File: src/rtl/pid_err_pkg.sv
// Shared types and saturation helpers for the multi-channel PID error calculator.
package pid_err_pkg;

    typedef enum logic [1:0] {
        IDLE = 2'd0,
        CALC = 2'd1,
        DONE = 2'd2
    } state_t;

    // Width of the channel index for a given channel count.
    // A single channel still needs a one-bit index.
    function automatic int ch_width(input int n);
        return (n > 1) ? $clog2(n) : 1;
    endfunction

    // Clamp a wide signed value into the range of a signed 'width'-bit number.
    function automatic logic signed [63:0] sat_w(input logic signed [63:0] value,
                                                 input int width);
        logic signed [63:0] hi;
        logic signed [63:0] lo;
        hi = (64'sd1 <<< (width - 1)) - 64'sd1;
        lo = -(64'sd1 <<< (width - 1));
        if (value > hi) begin
            return hi;
        end else if (value < lo) begin
            return lo;
        end
        return value;
    endfunction

    // Clamp a wide signed value into the symmetric range [-lim, +lim].
    function automatic logic signed [63:0] clamp_lim(input logic signed [63:0] value,
                                                     input logic signed [63:0] lim);
        if (value > lim) begin
            return lim;
        end else if (value < -lim) begin
            return -lim;
        end
        return value;
    endfunction

endpackage

File: src/rtl/pid_err_calc_mc_lane.sv
// Combinational single-channel arithmetic: saturated error, anti-windup
// integral and saturated derivative. All values are signed two's complement.
// I_LIMIT must not exceed 2**(IW-1)-1 so the clamped integral fits in IW bits.
module pid_err_lane
    import pid_err_pkg::*;
#(
    parameter int                 W       = 24,
    parameter int                 IW      = 24,
    parameter logic signed [63:0] I_LIMIT = (64'sd1 <<< (IW - 1)) - 64'sd1
) (
    input  logic [W-1:0]  tgt,
    input  logic [W-1:0]  cur,
    input  logic [IW-1:0] i_old,
    input  logic [W-1:0]  p_old,
    input  logic          clr,
    output logic [W-1:0]  e,
    output logic [IW-1:0] i_new,
    output logic [W-1:0]  d,
    output logic          sat
);

    logic signed [63:0] diff;
    logic signed [63:0] e_s;
    logic signed [63:0] io;
    logic signed [63:0] po;
    logic signed [63:0] isum;
    logic signed [63:0] i_s;
    logic signed [63:0] dd;
    logic signed [63:0] d_s;

    // Wide intermediate arithmetic, then clamp; a clear zeroes the history.
    always_comb begin
        diff  = 64'($signed(tgt)) - 64'($signed(cur));
        e_s   = sat_w(diff, W);
        io    = clr ? 64'sd0 : 64'($signed(i_old));
        po    = clr ? 64'sd0 : 64'($signed(p_old));
        isum  = io + e_s;
        i_s   = clamp_lim(isum, I_LIMIT);
        dd    = e_s - po;
        d_s   = sat_w(dd, W);
        e     = e_s[W-1:0];
        i_new = i_s[IW-1:0];
        d     = d_s[W-1:0];
        sat   = (e_s != diff) || (i_s != isum) || (d_s != dd);
    end

endmodule

File: src/rtl/pid_err_calc_mc.sv
// Multi-channel PID error calculator. One shared arithmetic lane processes
// one channel per cycle into shadow registers; results are published
// atomically together with a one-cycle out_valid pulse.
module pid_err_calc_mc
    import pid_err_pkg::*;
#(
    parameter int                 NCH     = 3,
    parameter int                 W       = 24,
    parameter int                 IW      = 24,
    parameter logic signed [63:0] I_LIMIT = (64'sd1 <<< (IW - 1)) - 64'sd1
) (
    input  logic              clk,
    input  logic              rst_n,
    input  logic              in_valid,
    output logic              in_ready,
    input  logic [NCH*W-1:0]  tgt,
    input  logic [NCH*W-1:0]  cur,
    input  logic              i_clr,
    output logic [NCH*W-1:0]  err,
    output logic [NCH*IW-1:0] i_err,
    output logic [NCH*W-1:0]  d_err,
    output logic              out_valid,
    output logic [NCH-1:0]    sat_flag
);

    localparam int               CH_W = ch_width(NCH);
    localparam logic [CH_W-1:0]  LAST = CH_W'(NCH - 1);

    state_t state;
    state_t state_nxt;

    logic [CH_W-1:0]   ch;
    logic [NCH*W-1:0]  tgt_q;
    logic [NCH*W-1:0]  cur_q;
    logic              clr_q;

    logic [IW-1:0]     integ [NCH];
    logic [W-1:0]      prev  [NCH];

    logic [NCH*W-1:0]  sh_err;
    logic [NCH*IW-1:0] sh_ierr;
    logic [NCH*W-1:0]  sh_derr;
    logic [NCH-1:0]    sh_sat;

    logic [W-1:0]      lane_tgt;
    logic [W-1:0]      lane_cur;
    logic [IW-1:0]     lane_i_old;
    logic [W-1:0]      lane_p_old;
    logic [W-1:0]      lane_e;
    logic [IW-1:0]     lane_i;
    logic [W-1:0]      lane_d;
    logic              lane_sat;

    // Select the operands of the channel currently being processed.
    always_comb begin
        lane_tgt   = tgt_q[ch*W +: W];
        lane_cur   = cur_q[ch*W +: W];
        lane_i_old = integ[ch];
        lane_p_old = prev[ch];
    end

    pid_err_lane #(
        .W       (W),
        .IW      (IW),
        .I_LIMIT (I_LIMIT)
    ) u_lane (
        .tgt   (lane_tgt),
        .cur   (lane_cur),
        .i_old (lane_i_old),
        .p_old (lane_p_old),
        .clr   (clr_q),
        .e     (lane_e),
        .i_new (lane_i),
        .d     (lane_d),
        .sat   (lane_sat)
    );

    // State register.
    always_ff @(posedge clk) begin
        if (!rst_n) begin
            state <= IDLE;
        end else begin
            state <= state_nxt;
        end
    end

    // Next-state logic; the block only accepts samples while idle.
    always_comb begin
        state_nxt = state;
        in_ready  = (state == IDLE);
        case (state)
            IDLE: if (in_valid) state_nxt = CALC;
            CALC: if (ch == LAST) state_nxt = DONE;
            DONE: state_nxt = IDLE;
            default: state_nxt = IDLE;
        endcase
    end

    // Capture an accepted sample and step the channel counter during CALC.
    always_ff @(posedge clk) begin
        if (!rst_n) begin
            tgt_q <= '0;
            cur_q <= '0;
            clr_q <= 1'b0;
            ch    <= '0;
        end else if (state == IDLE && in_valid) begin
            tgt_q <= tgt;
            cur_q <= cur;
            clr_q <= i_clr;
            ch    <= '0;
        end else if (state == CALC && ch != LAST) begin
            ch <= ch + 1'b1;
        end
    end

    // Write the lane result into the shadow registers and channel history.
    always_ff @(posedge clk) begin
        if (!rst_n) begin
            sh_err  <= '0;
            sh_ierr <= '0;
            sh_derr <= '0;
            sh_sat  <= '0;
            for (int k = 0; k < NCH; k++) begin
                integ[k] <= '0;
                prev[k]  <= '0;
            end
        end else if (state == CALC) begin
            sh_err[ch*W +: W]    <= lane_e;
            sh_ierr[ch*IW +: IW] <= lane_i;
            sh_derr[ch*W +: W]   <= lane_d;
            sh_sat[ch]           <= lane_sat;
            integ[ch]            <= lane_i;
            prev[ch]             <= lane_e;
        end
    end

    // Publish all channels at once and pulse out_valid alongside.
    always_ff @(posedge clk) begin
        if (!rst_n) begin
            err       <= '0;
            i_err     <= '0;
            d_err     <= '0;
            sat_flag  <= '0;
            out_valid <= 1'b0;
        end else begin
            out_valid <= (state == DONE);
            if (state == DONE) begin
                err      <= sh_err;
                i_err    <= sh_ierr;
                d_err    <= sh_derr;
                sat_flag <= sh_sat;
            end
        end
    end

endmodule

File: config.mk
export PLATFORM = sky130hd
export DESIGN_NAME = pid_err_calc_mc
export DESIGN_NICKNAME = d
export VERILOG_FILES = /design/src/rtl/pid_err_pkg.sv /design/src/rtl/pid_err_calc_mc_lane.sv /design/src/rtl/pid_err_calc_mc.sv
export SDC_FILE = /design/constraint.sdc
export NUM_CORES = 1
export LEC_CHECK = 0
export CORE_ASPECT_RATIO = 1.25
export CORE_MARGIN = 2
export CORE_UTILIZATION = 33
export DETAILED_ROUTE_END_ITERATION = 6
export PLACE_DENSITY = 0.51
export SLEW_MARGIN = 10
export SYNTH_ARGS = -nofsm -noshare
export SYNTH_HDL_FRONTEND = slang
export SYNTH_SLANG_ARGS = --single-unit
File: constraint.sdc
create_clock -name clk -period 16.95 [get_ports clk]
set_input_delay 4.2375 -clock clk [delete_from_list [all_inputs] [get_ports clk]]
set_output_delay 4.2375 -clock clk [all_outputs]
set_load 0.03 [all_outputs]
==> results.sh <==
export IMPL_fin_ws_ns=4.74
export IMPL_yosysUniqueCellTypes=81
export IMPL_report_final_setup_viol=0
export IMPL_numCtsBuffers=86
export IMPL_end_kind="register"
export IMPL_routedWlPerCell_microns=24.1
export IMPL_seq_area_frac_synth=0.478
export IMPL_core_rowCount=136
export IMPL_slew_limit_headroom=0.202
export IMPL_rsz0062_at_grt="no"
export IMPL_p_per_area_mw_per_mm2=163
export IMPL_final_cells=5818
export IMPL_core_area_sq_mm=0.110
export IMPL_drt_iter0_drc=2248
export IMPL_grt_overflow=0
export IMPL_holdWs_ns=0.450
export IMPL_die_h_microns=377
export IMPL_hold_path_class="register to register"
export IMPL_final_nets=4549
export IMPL_vias=30700
export IMPL_worst_slew_pin_slew_ns=1.20
export IMPL_fp_dieArea_sq_mm=0.114
export IMPL_syn_avg_cell_area_sq_um=9.02
export IMPL_cts_root_buf="clkbuf_16"
export IMPL_tns_ns=0
export IMPL_outcome="complete, no violations"
export IMPL_viasPerCell=5.28
export IMPL_max_freq_mhz=81.9
export IMPL_cts_resized_gates=0
export IMPL_grt_total_usage=0.240
export IMPL_async_flop_share=0
export IMPL_drive_gt1_frac=0.0643
export IMPL_cts_tree="yes"
export IMPL_cp_required_ns=17.57
export IMPL_hp_start="sh_derr[7]"
export IMPL_dp_cells=5662
export IMPL_startpoint="ch[0]"
export IMPL_most_common_layout_cells="nand2_1 (987), dfxtp_1 (586), a21boi_0 (370), clkdlybuf4s50_1 (367), nor2_1 (283)"
export IMPL_path_clk_slew_ns=0.07
export IMPL_postCtsSetupRepairBufs=0
export IMPL_cts_sinks=782
export IMPL_peakVddDrop_uv=91.8
export IMPL_syn_to_final_growth_pct=21.2
export IMPL_totalWireLength_microns=140000
export IMPL_rr_startpoint="ch[0]"
export IMPL_place_congestion=0.961
export IMPL_hold_violations=0
export IMPL_cpMostUsedCell="a21o_1"
export IMPL_yosysWarnings=0
export IMPL_die_w_microns=303
export IMPL_drt_pass1_iterations=5
export IMPL_hpwlAfterDp_microns=101000
export IMPL_route_detailed_drc=0
export IMPL_grt_max_degree=200
export IMPL_antenna_found_initial=2
export IMPL_fin_worst_skew_ns=0.0642
export IMPL_ys_ff_latch=782
export IMPL_synth_area_sq_mm=0.0368
export IMPL_final_common_cell="nand2_1"
export IMPL_p_leak_nw=15.9
export IMPL_ys_flop_type="dfxtp_1"
export IMPL_grt_pass1_vias=30000
export IMPL_finalCritPeriodShare=0.720
export IMPL_slew_violations=0
export IMPL_holdBufCountCts=0
export IMPL_clk_path_buf_depth=3
export IMPL_clk_latency_ns=0.69
export IMPL_preCtsSetupSlack_ns=4.87
export IMPL_ant_nets=0
export IMPL_max_cap_viol_count=0
export IMPL_diodes=0
export IMPL_crit_type="register to register"
export IMPL_start_util=0.334
export IMPL_slowest_delay_ns=0.76
export IMPL_numPortBuffers=368
export IMPL_critPathSlowestCell="buf_4"
export IMPL_synth_net_count=4328
export IMPL_grt_pass1_wl_microns=204000
export IMPL_period_needed_ns=12.21
export IMPL_critical_path_peak_fanout=57
export IMPL_synth_cells=4080
export IMPL_ios=369
export IMPL_htreeDepth=3
export IMPL_start_kind="register"
export IMPL_synth_edf_count=192
export IMPL_cp_arrival_ns=12.82
layer usage:
| metal | wire length [microns] | global-route usage |
|---|---|---|
| met5 | 0 | 0 |
| met4 | 5690 | 0.0945 |
| met3 | 8150 | 0.0385 |
| met2 | 67200 | 0.408 |
| met1 | 58900 | 0.303 |
sequential cells by signal (all words and copies together), names as in the netlist, named ones only:
signal	flops
sh_err	72
state	2
sh_sat	3
d_err	72
sat_flag	3
clr_q	1
i_err	72
tgt_q	72
out_valid	1
sh_ierr	72
ch	2
integ	96
err	72
prev	96
cur_q	72
sh_derr	72
stage by stage:
| step | power, mW | utilization | cell area [sq um] |
|---|---|---|---|
| finish | 7.28 | 0.404 | 44600 |
| CTS | 7.26 | 0.404 | 44600 |
| floorplan | 4.01 | - | 36800 |
| global placement | 5.34 | 0.378 | 41700 |
| global route | 7.59 | 0.404 | 44600 |
| detailed placement | 5.32 | 0.378 | 41700 |
synthesized netlist by cell type, types with 15 or more instances:
cell type  instances  area (sq um)
nand3_1           25           125
buf_1             20          75.1
clkbuf_1         251           942
a21boi_0         370          2780
dfxtp_1          590         11800
nor3_1            22           110
a21oi_1          148           741
mux4_2            45          1010
edfxtp_1         192          5770
a22o_1            35           307
nor2b_1           76           475
xnor2_1           29           254
and2_1            51           319
o21a_1            30           225
nor2_1           284          1070
nand2_1          991          3720
xor2_1            28           245
ha_1              81          1010
nand4_1           16           100
a22oi_1           42           315
a31oi_1           28           175
mux2i_1           65           651
a21o_1            42           315
o21ai_0          181           906
o211ai_1          15           113
a211oi_1          17           128
fa_1              19           380
inv_1             77           289
o22ai_1           30           188
nand2b_1          40           250
a221o_1           20           200
worst max-delay path, delay by kind of cell, from the launching register on:
kind            cells  cell delay [ns]
compound gates     14             3.78
fa+ha+maj           4             1.49
buf+inv             4             1.84
flops               1             0.61
mux                 1             0.59
simple gates       13             3.62
kinds of logic (layout without fill, tap and decap cells):
family / count (synthesis) / after routing / synth area share
compound gates: 1079 / 1079 / 0.202
xor+xnor: 57 / 57 / 0.0136
fa+ha+maj: 110 / 110 / 0.0406
buf+inv: 361 / 650 / 0.0377
flops: 782 / 782 / 0.478
mux: 120 / 120 / 0.0483
simple gates: 1571 / 1571 / 0.180
where the power goes:
part,leakage (nW),switching (mW),internal [mW]
sequential,6.72,0.0531,2.03
clock,1.41,0.811,1.12
combinational,7.75,2.32,0.945
total,15.9,3.19,4.09
area by class of cell:
type                            instances  area [sq um]
Clock buffer                          126          2490
Inverter                               78           293
Sequential cell                       782         17600
Timing Repair Buffer                  416          4060
Multi-Input combinational cell       2937         17900
Clock inverter                         30           400
Fill cell                           11200         65700
Tap cell                             1449          1810
final timing paths:
path,slack (ns),cells after the start,endpoint
worst max-delay path,4.74,36,sh_derr[4]
worst min-delay path,0.45,2,sh_derr[7]
worst max register to register,4.74,36,sh_derr[4]
worst min register to register,0.45,2,sh_derr[7]
Note: power is estimated with default switching activity, not from simulation.
